==> src/rtl/mem_access_pkg.sv <==
// Shared encodings and lane helpers for the MEM-stage access unit.
package mem_access_pkg;

    localparam logic [1:0] SIZE_BYTE = 2'b00;
    localparam logic [1:0] SIZE_HALF = 2'b01;
    localparam logic [1:0] SIZE_WORD = 2'b10;

    localparam logic [1:0] EXC_NONE           = 2'b00;
    localparam logic [1:0] EXC_LOAD_MISALIGN  = 2'b01;
    localparam logic [1:0] EXC_STORE_MISALIGN = 2'b10;
    localparam logic [1:0] EXC_BUS_TIMEOUT    = 2'b11;

    typedef enum logic [1:0] {StIdle, StReq, StResp} state_t;

    // Byte accesses can never be misaligned; size 11 behaves as a word.
    function automatic logic is_misaligned(input logic [1:0] size, input logic [1:0] flags);
        logic mis;
        case (size)
            SIZE_BYTE: mis = 1'b0;
            SIZE_HALF: mis = flags[0];
            default:   mis = flags[1];
        endcase
        return mis;
    endfunction

    function automatic logic [3:0] byte_enables(input logic [1:0] size, input logic [1:0] addr);
        logic [3:0] be;
        case (size)
            SIZE_BYTE: be = 4'b0001 << addr;
            SIZE_HALF: be = 4'b0011 << {addr[1], 1'b0};
            default:   be = 4'b1111;
        endcase
        return be;
    endfunction

    // Replicate the store operand into every lane so the byte enables pick the target.
    function automatic logic [31:0] store_lanes(input logic [1:0] size, input logic [31:0] data);
        logic [31:0] lanes;
        case (size)
            SIZE_BYTE: lanes = {4{data[7:0]}};
            SIZE_HALF: lanes = {2{data[15:0]}};
            default:   lanes = data;
        endcase
        return lanes;
    endfunction

endpackage

==> src/rtl/mem_load_align.sv <==
// Load lane selection with sign or zero extension.
module mem_load_align
    import mem_access_pkg::*;
(
    input  logic [31:0] i_rdata,
    input  logic [1:0]  i_addr,
    input  logic [1:0]  i_size,
    input  logic        i_unsigned,
    output logic [31:0] o_data
);

    logic [7:0]  w_byte;
    logic [15:0] w_half;

    // Pick the addressed lane, then extend it to 32 bits.
    always_comb begin
        w_byte = 8'h00;
        w_half = 16'h0000;
        o_data = 32'h0000_0000;
        case (i_addr)
            2'd0:    w_byte = i_rdata[7:0];
            2'd1:    w_byte = i_rdata[15:8];
            2'd2:    w_byte = i_rdata[23:16];
            default: w_byte = i_rdata[31:24];
        endcase
        w_half = i_addr[1] ? i_rdata[31:16] : i_rdata[15:0];
        case (i_size)
            SIZE_BYTE: o_data = {{24{w_byte[7] & ~i_unsigned}}, w_byte};
            SIZE_HALF: o_data = {{16{w_half[15] & ~i_unsigned}}, w_half};
            default:   o_data = i_rdata;
        endcase
    end

endmodule

==> src/rtl/mem_access_unit.sv <==
// MEM-stage load/store controller: byte enables, load extension, misalign and bus-timeout traps.
module mem_access_unit
    import mem_access_pkg::*;
#(
    parameter int unsigned TIMEOUT = 16
) (
    input  logic        i_clk,
    input  logic        i_reset,
    input  logic        i_valid,
    output logic        o_ready,
    input  logic        i_is_store,
    input  logic [1:0]  i_size,
    input  logic        i_unsigned,
    input  logic [31:0] i_eff_addr,
    input  logic [1:0]  i_addr_exception,
    input  logic [31:0] i_store_data,
    output logic        o_dmem_req,
    output logic        o_dmem_we,
    output logic [31:0] o_dmem_addr,
    output logic [3:0]  o_dmem_be,
    output logic [31:0] o_dmem_wdata,
    input  logic        i_dmem_ack,
    input  logic [31:0] i_dmem_rdata,
    output logic        o_wb_valid,
    output logic [31:0] o_wb_data,
    output logic        o_exc_valid,
    output logic [1:0]  o_exc_code,
    output logic [31:0] o_exc_addr
);

    localparam int unsigned CNT_W = $clog2(TIMEOUT);

    state_t             r_state;
    state_t             w_state_next;
    logic [CNT_W-1:0]   r_cnt;
    logic [31:0]        r_addr;
    logic [1:0]         r_size;
    logic               r_unsigned;
    logic               r_is_store;
    logic [3:0]         r_be;
    logic [31:0]        r_wdata;
    logic [1:0]         r_exc_code;
    logic [31:0]        r_wb_data;
    logic               w_accept;
    logic               w_timeout;
    logic               w_misaligned;
    logic [31:0]        w_load_data;

    assign w_misaligned = is_misaligned(i_size, i_addr_exception);

    mem_load_align u_load_align (
        .i_rdata    (i_dmem_rdata),
        .i_addr     (r_addr[1:0]),
        .i_size     (r_size),
        .i_unsigned (r_unsigned),
        .o_data     (w_load_data)
    );

    // State register.
    always_ff @(posedge i_clk or posedge i_reset) begin
        if (i_reset) begin
            r_state <= StIdle;
        end else begin
            r_state <= w_state_next;
        end
    end

    // Next-state logic; an ack in the final REQ cycle beats the timeout.
    always_comb begin
        w_state_next = r_state;
        w_accept     = 1'b0;
        w_timeout    = 1'b0;
        unique case (r_state)
            StIdle: begin
                if (i_valid) begin
                    w_accept     = 1'b1;
                    w_state_next = w_misaligned ? StResp : StReq;
                end
            end
            StReq: begin
                if (i_dmem_ack) begin
                    w_state_next = StResp;
                end else if (r_cnt == CNT_W'(TIMEOUT - 1)) begin
                    w_timeout    = 1'b1;
                    w_state_next = StResp;
                end
            end
            StResp:  w_state_next = StIdle;
            default: w_state_next = StIdle;
        endcase
    end

    // Operation latch, bus-side registers, wait counter and result capture.
    always_ff @(posedge i_clk or posedge i_reset) begin
        if (i_reset) begin
            r_cnt      <= '0;
            r_addr     <= 32'h0;
            r_size     <= SIZE_BYTE;
            r_unsigned <= 1'b0;
            r_is_store <= 1'b0;
            r_be       <= 4'h0;
            r_wdata    <= 32'h0;
            r_exc_code <= EXC_NONE;
            r_wb_data  <= 32'h0;
        end else if (w_accept) begin
            r_cnt      <= '0;
            r_addr     <= i_eff_addr;
            r_size     <= i_size;
            r_unsigned <= i_unsigned;
            r_is_store <= i_is_store;
            r_be       <= byte_enables(i_size, i_eff_addr[1:0]);
            r_wdata    <= store_lanes(i_size, i_store_data);
            r_wb_data  <= 32'h0;
            if (w_misaligned) begin
                r_exc_code <= i_is_store ? EXC_STORE_MISALIGN : EXC_LOAD_MISALIGN;
            end else begin
                r_exc_code <= EXC_NONE;
            end
        end else if (r_state == StReq) begin
            r_cnt <= r_cnt + 1'b1;
            if (i_dmem_ack) begin
                r_wb_data <= r_is_store ? 32'h0 : w_load_data;
            end else if (w_timeout) begin
                r_exc_code <= EXC_BUS_TIMEOUT;
            end
        end
    end

    assign o_ready      = (r_state == StIdle);
    assign o_dmem_req   = (r_state == StReq);
    assign o_dmem_we    = o_dmem_req & r_is_store;
    assign o_dmem_addr  = {r_addr[31:2], 2'b00};
    assign o_dmem_be    = r_be;
    assign o_dmem_wdata = r_wdata;
    assign o_wb_valid   = (r_state == StResp) && (r_exc_code == EXC_NONE);
    assign o_wb_data    = r_wb_data;
    assign o_exc_valid  = (r_state == StResp) && (r_exc_code != EXC_NONE);
    assign o_exc_code   = o_exc_valid ? r_exc_code : EXC_NONE;
    assign o_exc_addr   = r_addr;

endmodule
==> config.mk <==
export PLATFORM = sky130hd
export DESIGN_NAME = mem_access_unit
export DESIGN_NICKNAME = d
export VERILOG_FILES = /design/src/rtl/mem_access_pkg.sv /design/src/rtl/mem_load_align.sv /design/src/rtl/mem_access_unit.sv
export SDC_FILE = /design/constraint.sdc
export NUM_CORES = 1
export LEC_CHECK = 0
export ABC_CLOCK_PERIOD_IN_PS = 10700
export CAP_MARGIN = 40
export CORE_MARGIN = 5
export CORE_UTILIZATION = 45
export CTS_CLUSTER_DIAMETER = 60
export DETAILED_ROUTE_END_ITERATION = 6
export GPL_TIMING_DRIVEN = 0
export MAX_ROUTING_LAYER = met4
export PLACE_DENSITY = 0.88
export SLEW_MARGIN = 5
export SYNTH_ARGS = -nofsm -noshare
export SYNTH_HDL_FRONTEND = slang
export SYNTH_HIERARCHICAL = 1
export SYNTH_SLANG_ARGS = --single-unit
==> constraint.sdc <==
create_clock -name i_clk -period 10.7 [get_ports i_clk]
set_clock_uncertainty 0.15 [all_clocks]
set_input_delay 1.605 -clock i_clk [delete_from_list [all_inputs] [get_ports i_clk]]
set_output_delay 1.605 -clock i_clk [all_outputs]
set_load 0.03 [all_outputs]
Word-level counts from Yosys, hierarchy flattened
Cells that the tools add are included.
- register bits after elaboration: 112
- output and inout port bits: 139
- word-level logic and storage cells: 70
- $add $sub $neg: 1
- eq/ne operators: 10
- shift-type cells: 2
- muxes and demuxes: 29
- bitwise logic cells: 4
- reductions and logical operators: 14
- operators with widths (kind ; number):
    32-bit 2-to-1 mux ; 4
    32-bit one-hot mux with 2 select lines ; 2
    8-bit one-hot mux with 3 select lines ; 1
    2-bit 2-to-1 mux ; 11
    16-bit 2-to-1 mux ; 1
    2-bit logical NOT ; 5
    2-bit by 1-bit equality test with 1-bit output (second input constant) ; 4
    4-bit 2-to-1 mux ; 2
    4-bit one-hot mux with 2 select lines ; 1
    2-bit nonzero test ; 4
    1-bit 2-to-1 mux ; 5
    4-bit by 1-bit adder with 4-bit output (second input constant) ; 1
    2-bit equality test (second input constant) ; 2
    4-bit equality test (second input constant) ; 1
    2-bit one-hot mux with 2 select lines ; 1
    2-bit AND reduction ; 2
    1-bit by 2-bit left shift with 4-bit output (first input constant) ; 1
    2-bit by 2-bit left shift with 4-bit output (first input constant) ; 1
    1-bit bitwise AND ; 3
    3-bit by 1-bit != test with 1-bit output (second input constant) ; 1
    3-bit AND reduction ; 1
    1-bit logical AND ; 2
    2-bit by 1-bit != test with 1-bit output (second input constant) ; 1
    2-bit != test (second input constant) ; 1
    2 further kinds ; 2

Logic depth before layout (Yosys ltp)
Gate-level depths: netlist of the first run.
- word-level depth: 8
- depth in mapped cells: 8

By module
The synthesis of the first run kept the hierarchy.
- by module, submodules not included (module ; times used ; cells an instance ; area an instance (µm²)):
    mem_access_unit ; 1 ; 386 ; 4884.7
    mem_load_align ; 1 ; 115 ; 845.8

Worst setup path before layout of the first run
No wires, ideal clock.
- path type: flip-flop to output port
- from: register r_state[0]
- to: output port o_wb_valid
- arrival: 1.377 ns
- required time: 8.945 ns
- path slack: 7.568 ns
- stages on the path, launching flop included: 4
- buffers on the path: 1
- path through: dfrtp_1 > buf_4 > nor2b_1 > nor3b_1
- longest elaborated chain between the ends: 2
- RTL lines (item ; line ; text):
    start, declared ; mem_access_unit.sv:33 ; state_t r_state;
    start signal, assigned ; mem_access_unit.sv:62 ; r_state <= StIdle;
    start signal, assigned ; mem_access_unit.sv:64 ; r_state <= w_state_next;
    2-bit equality test ; mem_access_unit.sv:135 ; assign o_wb_valid = (r_state == StResp) && (r_exc_code == EXC_NONE);
    1-bit logical AND ; mem_access_unit.sv:135 ;
    end, declared ; mem_access_unit.sv:24 ; output logic o_wb_valid,
Every way passes these cells.

Worst setup path after layout of the first run
- from: register r_state[1]
- to: output port o_exc_valid
- longest elaborated chain between the ends: 2
- RTL lines (item ; line ; text):
    2-bit equality test ; mem_access_unit.sv:137 ; assign o_exc_valid = (r_state == StResp) && (r_exc_code != EXC_NONE);
    1-bit logical AND ; mem_access_unit.sv:137 ;
    end, declared ; mem_access_unit.sv:26 ; output logic o_exc_valid,
Every way passes these cells.

==> impl_metrics.yaml, run 1 <==
floorplan:
  die_h_um: 123
  die_width_um: 123
  rows: 41
  initial_utilization_pct: 45.6
  die_area_mm2: 0.0151
  io_pins: 245
  core_mm2: 0.0126
route:
  wl_um: 17900
  wl_per_cell_um: 19.2
  drc: 0
  initialDrtViolationCount: 389
  ant_nets: 0
  vias_per_cell: 5.27
  via_count: 4916
  drtPass1Iterations: 5
clock_tree:
  post_cts_buffers: 0
  insertion_delay_ns: 0.35
  ctsResizeCount: 0
  cts_tree: "yes"
  clk_path_buf_depth: 2
  cts.htree.levels: 3
  clkSlewWorstSetupHoldPaths_ns: 0.07
  cts-buffers-inserted: 9
  cts_hold_buf: 0
  ctsRootBufferMaster: "clkbuf_16"
  clock-sinks: 112
power:
  power.total_uw: 2930
  peakVddDrop_mv: 0.230
  cellPowerDensity_mw_per_mm2: 335
  power.leakage_uw: 0.00375
timing:
  hold_viol: 0
  period_share_pct: 35.1
  tns_ns: 0
  rsz0062_at_grt: "false"
  relSlewSlack_pct: 54.3
  worstMarginPinSlew_ns: 0.686
  finalSetupViolCount: 0
  drv_slew: 0
  min_period_ns: 3.75
  max_freq_ghz: 0.266
run:
  drv_cap: 0
finish:
  areaGrowthSynthToFinish_pct: 52.4
  final_cells: 933
  fin_area_mm2: 0.00873
  diodes: 0
  nNetsFinal: 863
  drive_gt1_share_pct: 20.1
  nFillCells: 900
synth:
  synth_cell_types: 41
  syn_inst: 501
  synthXorXnorAreaFrac_pct: 0.153
  ys_ff_latch: 112
  synth_mux_area_share_pct: 17.8
  synth_compound_area_share_pct: 16.0
  synth_area_mm2: 0.00573
  yosys-top-cells-area: "dfrtp_1 (49%), mux2_2 (11%), mux2i_1 (7.2%), buf_4 (5.5%), a22o_1 (5.0%)"
  async_flop_share_pct: 100
  syn_area_per_cell_um2: 11.4
  synth-edff-count: 0
  synth_top_family_by_area: "multiplexers"
  ys_warn_count: 6
  synth-adder-area-share_pct: 0.218
  synth_ff_type: "dfrtp_1"
  netlist.area_leader.share_pct: 48.9
  synth.most_common_cell: "dfrtp_1"
  ys_seq_area_share_pct: 48.9
  synth_common_cells: "dfrtp_1 (112), mux2_2 (54), buf_4 (42), mux2i_1 (41), nand2_1 (40)"
  synth_simple_gate_area_share_pct: 7.60
  yosysTopAreaCell: "dfrtp_1"
worst_setup_path:
  slowest_delay_ns: 0.59
  path_cells: "nor2b_1 > and2_1 > or2_2 > clkdlybuf4s50_1"
  required_ns: 8.95
  worst-path-max-fanout: 8
  cp_slowest_cell: "clkdlybuf4s50_1"
  r2r_setup_slack_ns: 8.41
  arrival_ns: 2.00
  startpoint_type: "flop"
  crit_type: "reg2out"
  crit_path_end_kind: "output pin"
placement:
  port_buffers: 242
  dp_cells: 917
  dpl_cell_area_mm2: 0.00840
  dp_hpwl_um: 13900
  gp_congestion: 0.909
grt:
  antenna_found_initial: 0
  grt_overflow: 0
  grt_pass1_wl_um: 28100
  track_usage_pct: 24.8
  grt_pass1_vias: 5210
  grt_max_degree: 70
outcome:
  status: "completed"
worst_hold_path:
  hold_path.class: "reg2reg"
[per-layer routing]
metal	vias up	track usage, %	part of all wire [%]
met3	20	7.74	11
li1	2277	-	-
met1	2370	29.8	39
met2	249	40.1	49
met5	-	-	0
met4	0	7.49	1.6
[power breakdown]
| part | switching (uW) | internal, uW | total [uW] |
|---|---|---|---|
| Combinational | 995 | 813 | 1810 |
| Clock | 155 | 214 | 369 |
| Sequential | 134 | 619 | 752 |
| Total | 1280 | 1650 | 2930 |
[flip-flops by register name, summed over array words and instances (netlist names)]
| register | cells |
|---|---|
| o_dmem_wdata | 32 |
| o_exc_addr | 32 |
| o_wb_data | 32 |
| o_dmem_be | 4 |
| r_cnt | 4 |
| r_exc_code | 2 |
| r_size | 2 |
| r_state | 2 |
| r_is_store | 1 |
| r_unsigned | 1 |
[logic make-up after synthesis]
| group | after synthesis |
|---|---|
| other | 1 |
| AND/OR/NAND/NOR | 94 |
| flip-flops | 112 |
| buffers and inverters | 79 |
| adder cells (fa/ha/maj) | 1 |
| multiplexers | 95 |
| AO/OA/AOI/OAI | 118 |
| XOR/XNOR | 1 |
[area by class of cell]
class | instances | area (um^2) | area share (%)
sequential | 112 | 2800 | 32.1
timing repair buffer | 243 | 2450 | 28.1
multi-input combinational | 311 | 2400 | 27.5
buffer | 73 | 509 | 5.83
clock buffer | 11 | 243 | 2.78
tap | 172 | 215 | 2.46
clock inverter | 5 | 85.1 | 0.974
inverter | 6 | 30.0 | 0.344
[critical path: cells and delay by family, from the launching register on]
family	cells	cell delay (ns)
and+or+nand+nor	3	0.62
buffers and inverters	1	0.59
DFF	1	0.44
[placed cells by master, fill, tap and decap left out, drive strengths merged, types with 2 or more instances in the layout]
cell	instances
a21oi	26
a22o	33
a22oi	9
and2	2
and3	2
buf	65
bufinv	2
clkbuf	20
clkdlybuf4s50	242
conb	2
dfrtp	112
inv	7
mux2	54
mux2i	41
nand2	40
nand2b	3
nor2	25
nor2b	10
nor3b	3
o211ai	17
o21ai	11
o221ai	8
o22a	7
o22ai	3
or2	5
[final timing paths]
| check | startpoint | end | cells past startpoint |
|---|---|---|---|
| hold reg to reg | r_unsigned | r_unsigned | 1 |
| setup / recovery | r_state[1] | o_exc_valid | 4 |
| setup reg to reg | o_exc_addr[1] | o_wb_data[11] | 7 |
| max in group asynchronous | i_reset | o_exc_addr[19] | 3 |
| min in group asynchronous | i_reset | o_exc_addr[12] | 2 |
| hold / removal | r_unsigned | r_unsigned | 1 |
[per-stage QoR]
step | hold WS (ns) | utilization [%] | worst slack (ns)
2_1_floorplan | 0.315 | - | 5.99
3_3_place_gp | 0.331 | 66.6 | 4.44
3_5_place_dp | 0.344 | 66.9 | 6.94
4_1_cts | 0.359 | 69.5 | 6.93
5_1_grt | 0.376 | 69.5 | 6.85
6_report | 0.351 | 69.5 | 6.95
Note: power is estimated with default switching activity, not from simulation.
==> run 2: changes to the inputs <==
--- a/config.mk
+++ b/config.mk
@@ -5,15 +5,15 @@
 export SDC_FILE = /design/constraint.sdc
 export NUM_CORES = 1
 export LEC_CHECK = 0
-export ABC_CLOCK_PERIOD_IN_PS = 10700
+export ABC_CLOCK_PERIOD_IN_PS = 3880
 export CAP_MARGIN = 40
 export CORE_MARGIN = 5
-export CORE_UTILIZATION = 45
+export CORE_UTILIZATION = 43
 export CTS_CLUSTER_DIAMETER = 60
 export DETAILED_ROUTE_END_ITERATION = 6
 export GPL_TIMING_DRIVEN = 0
 export MAX_ROUTING_LAYER = met4
-export PLACE_DENSITY = 0.88
+export PLACE_DENSITY = 0.85
 export SLEW_MARGIN = 5
 export SYNTH_ARGS = -nofsm -noshare
 export SYNTH_HDL_FRONTEND = slang
==> constraint.sdc (replaced) <==
create_clock -name i_clk -period 3.88 [get_ports i_clk]
set_clock_uncertainty 0.15 [all_clocks]
set_input_delay 0.582 -clock i_clk [delete_from_list [all_inputs] [get_ports i_clk]]
set_output_delay 0.582 -clock i_clk [all_outputs]
set_load 0.03 [all_outputs]
==> impl_metrics.yaml, run 2 (synthesized netlist as in run 1, its figures left out) <==
worst_hold_path:
  hold_path.class: "reg2reg"
placement:
  dp_hpwl_um: 13500
  dpl_cell_area_mm2: 0.00841
  port_buffers: 242
  gp_congestion: 0.891
floorplan:
  io_pins: 245
  die_h_um: 125
  rows: 42
  die_area_mm2: 0.0157
  core_mm2: 0.0131
  die_width_um: 125
  initial_utilization_pct: 43.6
timing:
  rsz0062_at_grt: "false"
  worstMarginPinSlew_ns: 0.710
  max_freq_ghz: 0.361
  min_period_ns: 2.77
  tns_ns: 0
  period_share_pct: 71.4
  drv_slew: 0
  hold_viol: 0
  relSlewSlack_pct: 52.7
  finalSetupViolCount: 0
  holdWs_ns: 0.348
finish:
  nFillCells: 1022
  nNetsFinal: 863
  areaGrowthSynthToFinish_pct: 51.1
  diodes: 0
  final_common_cell: "clkdlybuf4s50_1"
  postLayoutCoreUtil_pct: 65.9
  layout_common_cells: "clkdlybuf4s50_1 (242), dfrtp_1 (112), mux2_2 (54)"
  drive_gt1_share_pct: 19.9
  fin_area_mm2: 0.00866
route:
  drc: 0
  vias_per_cell: 5.26
  ant_nets: 0
  wl_per_cell_um: 18.3
  via_count: 4918
  drtPass1Iterations: 4
  initialDrtViolationCount: 232
  wl_um: 17100
clock_tree:
  clock-sinks: 112
  clkSlewWorstSetupHoldPaths_ns: 0.06
  cts.htree.levels: 3
  cts_hold_buf: 0
  ctsResizeCount: 0
  clk_path_buf_depth: 2
  post_cts_buffers: 0
  cts_tree: "yes"
  cts-buffers-inserted: 9
  ctsRootBufferMaster: "clkbuf_16"
  insertion_delay_ns: 0.34
grt:
  grt_pass1_wl_um: 27500
  grt_max_degree: 62
  grt_pass1_vias: 5370
  antenna_found_initial: 0
  track_usage_pct: 22.3
  grt_overflow: 0
worst_setup_path:
  slowest_delay_ns: 0.60
  crit_path_end_kind: "output pin"
  crit_buf_inv: 1
  required_ns: 3.15
  crit_type: "reg2out"
  startpoint_type: "flop"
  path_cells: "nor2b_1 > and2_1 > or2_2 > clkdlybuf4s50_1"
  cp_slowest_cell: "clkdlybuf4s50_1"
  arrival_ns: 2.04
  worst-path-max-fanout: 8
  crit_family: "simple AND/OR/NAND/NOR gates"
outcome:
  status: "completed"
power:
  cellPowerDensity_mw_per_mm2: 903
  power.leakage_uw: 0.00372
  peakVddDrop_mv: 0.500
run:
  drv_cap: 0
run 2: changes by cell type in the layout (fill, tap and decap cells not counted), sizes merged:
cell and change:
bufinv -2, clkinv +4, inv -2, clkinvlp -1
clkbuf -1
run 2: through the flow:
stage | total power, uW | setup slack, ns | std cells
2_1_floorplan | 5090 | 0.189 | 502
3_3_place_gp | 6920 | -1.31 | 920
3_5_place_dp | 7030 | 1.21 | 921
4_1_cts | 7890 | 1.10 | 935
5_1_grt | 8230 | 1.05 | 935
6_report | 7820 | 1.11 | 935
run 2: worst reg2reg max path, stage by stage (launching register included):
cell      delay (ns)
dfrtp_1         0.39
buf_2           0.17
nor2b_1         0.13
buf_2           0.18
a32oi_2         0.40
buf_4           0.25
o221ai_1        0.18
a22o_1          0.23
run 2: path summary, 6_finish.rpt:
| kind | start | endpoint | slack, ns | cells past startpoint |
|---|---|---|---|---|
| setup reg to reg | o_exc_addr[1] | o_wb_data[12] | 1.69 | 7 |
| min in group asynchronous | i_reset | o_wb_data[4] | 0.55 | 2 |
| max in group asynchronous | i_reset | o_dmem_wdata[28] | 2.30 | 3 |
| setup / recovery | r_state[1] | o_exc_valid | 1.11 | 4 |
| hold / removal | r_unsigned | r_unsigned | 0.35 | 1 |
| hold reg to reg | r_unsigned | r_unsigned | 0.35 | 1 |
run 2: cell type report:
cell class	instances	area, um^2	share of cell area, %
clock buffers	10	229	2.64
flip-flops and latches	112	2800	32.4
repair buffers	243	2450	28.3
multi-input cells	311	2400	27.7
well taps	176	220	2.54
clock inverters	4	23.8	0.275
inverters	6	27.5	0.318
plain buffers	73	509	5.88
run 2: routing by layer:
metal	part of all wire (%)	GRT usage, %
met1	41	26.0
met2	51	37.9
met3	6.6	5.46
met4	2.1	7.53
met5	0	-
run 2: report_power, final:
part           switching (uW)  internal (uW)  leakage [uW]  total, uW
Clock                     401            427      0.000128        828
Combinational            2680           2240       0.00222       4920
Sequential                365           1710       0.00137       2070
==> run 3: changes to the inputs <==
--- a/config.mk
+++ b/config.mk
@@ -5,7 +5,7 @@
 export SDC_FILE = /design/constraint.sdc
 export NUM_CORES = 1
 export LEC_CHECK = 0
-export ABC_CLOCK_PERIOD_IN_PS = 3880
+export ABC_CLOCK_PERIOD_IN_PS = 2600
 export CAP_MARGIN = 40
 export CORE_MARGIN = 5
 export CORE_UTILIZATION = 43
==> constraint.sdc (replaced) <==
create_clock -name i_clk -period 2.6 [get_ports i_clk]
set_clock_uncertainty 0.15 [all_clocks]
set_input_delay 0.39 -clock i_clk [delete_from_list [all_inputs] [get_ports i_clk]]
set_output_delay 0.39 -clock i_clk [all_outputs]
set_load 0.03 [all_outputs]
==> impl_metrics.yaml, run 3 (synthesized netlist as in run 1, its figures left out) <==
route:
  initialDrtViolationCount: 249
  wl_per_cell_um: 18.0
  vias_per_cell: 5.17
  drtPass1Iterations: 4
  wl_um: 16900
  drc: 0
  via_count: 4850
  ant_nets: 0
clock_tree:
  cts.htree.levels: 3
  insertion_delay_ns: 0.35
  clk_path_buf_depth: 2
  clkSlewWorstSetupHoldPaths_ns: 0.07
  clock-sinks: 112
  post_cts_buffers: 0
  cts-buffers-inserted: 9
  cts_tree: "yes"
  ctsRootBufferMaster: "clkbuf_16"
worst_setup_path:
  rr_worst_depth: 7
  cp_slowest_cell: "clkdlybuf4s50_1"
  r2r-end: "o_wb_data[7]"
  startpoint_type: "flop"
  r2r_setup_slack_ns: 0.36
  crit_buf_inv: 2
  crit_family: "buffers and inverters"
  required_ns: 2.06
  crit_path_end_kind: "output pin"
  crit_start: "r_state[0]"
  slowest_delay_ns: 0.69
  worst-path-max-fanout: 8
  arrival_ns: 1.93
  r2r-start: "o_exc_addr[1]"
  path_cells: "buf_4 > nor2b_1 > nor3b_1 > clkdlybuf4s50_1"
  crit_type: "reg2out"
power:
  power.leakage_uw: 0.00377
  peakVddDrop_mv: 1.10
  cellPowerDensity_mw_per_mm2: 1360
floorplan:
  initial_utilization_pct: 43.6
  die_width_um: 125
  die_h_um: 125
  rows: 42
  die_area_mm2: 0.0157
  core_mm2: 0.0131
  io_pins: 245
timing:
  relSlewSlack_pct: 56.8
  min_period_ns: 2.47
  rsz0062_at_grt: "false"
  finalSetupViolCount: 0
  worstMarginPinSlew_ns: 0.648
  period_share_pct: 94.8
  drv_slew: 0
  hold_viol: 0
  max_freq_ghz: 0.406
finish:
  nNetsFinal: 865
  layout_common_cells: "clkdlybuf4s50_1 (241), dfrtp_1 (112), mux2_2 (54)"
  drive_gt1_share_pct: 20.4
  areaGrowthSynthToFinish_pct: 52.8
  final_common_cell: "clkdlybuf4s50_1"
  diodes: 0
  final_cells: 939
  nFillCells: 1020
  postLayoutCoreUtil_pct: 66.6
grt:
  antenna_found_initial: 0
  grt_pass1_wl_um: 27500
  track_usage_pct: 22.3
  grt_pass1_vias: 5279
  grt_max_degree: 41
  grt_overflow: 0
outcome:
  status: "completed"
placement:
  port_buffers: 242
  gp_congestion: 0.899
  dp_hpwl_um: 13300
  dp_cells: 923
run:
  drv_cap: 0
worst_hold_path:
  hold_path.class: "in2async"
==> run 3: power breakdown <==
| group | switching (uW) | internal [uW] |
|---|---|---|
| Clock | 652 | 789 |
| Sequential | 555 | 2550 |
| Combinational | 3990 | 3350 |
| Total | 5200 | 6680 |
==> run 3: worst max-delay path by stage <==
stage | end | slack, ns | depth (start not counted)
3_5_place_dp | o_wb_data[12] | 0.13 | 6
2_1_floorplan | o_wb_data[7] | 0.51 | 7
4_1_cts | o_exc_valid | 0.03 | 4
5_1_grt | o_wb_valid | 0.005 | 4
6_report | o_wb_valid | 0.13 | 4
3_3_place_gp | o_exc_addr[20] | -0.33 | 2
==> run 3: final cells by class <==
type                            instances  area, um^2  share of cell area [%]
Sequential cell                       112        2800                    32.0
Clock buffer                           10         239                    2.73
Multi-Input combinational cell        311        2400                    27.4
Timing Repair Buffer                  245        2480                    28.4
Buffer                                 73         509                    5.82
Tap cell                              176         220                    2.52
Inverter                                6        28.8                   0.329
Clock inverter                          6        73.8                   0.843
==> run 3: stage by stage <==
stage / hold slack, ns / TNS (ns) / area (um^2) / worst slack, ns / power, uW
final: 0.185 / 0 / 8760 / 0.135 / 11900
after global routing: 0.195 / 0 / 8760 / 0.00451 / 12500
after CTS: 0.176 / 0 / 8750 / 0.0320 / 12000
after detailed placement: 0.345 / 0 / 8440 / 0.127 / 10500
after global placement: 0.336 / -36.42 / 8380 / -0.332 / 10300
after floorplan: 0.315 / 0 / 5740 / 0.510 / 7590
==> run 3: per-layer routing <==
layer  wire length, um  track usage [%]  vias to the layer above
met5                 0                -                        -
met4               280             6.44                        0
met3              1270             7.80                       25
met2              8550             37.3                      205
met1              6840             25.5                     2344
li1                  -                -                     2276
==> run 3: what timing repair did <==
action,CTS,global route
hold buffers,0,0
setup endpoints to repair,0,1
gates resized for setup,0,1
hold endpoints to repair,0,0
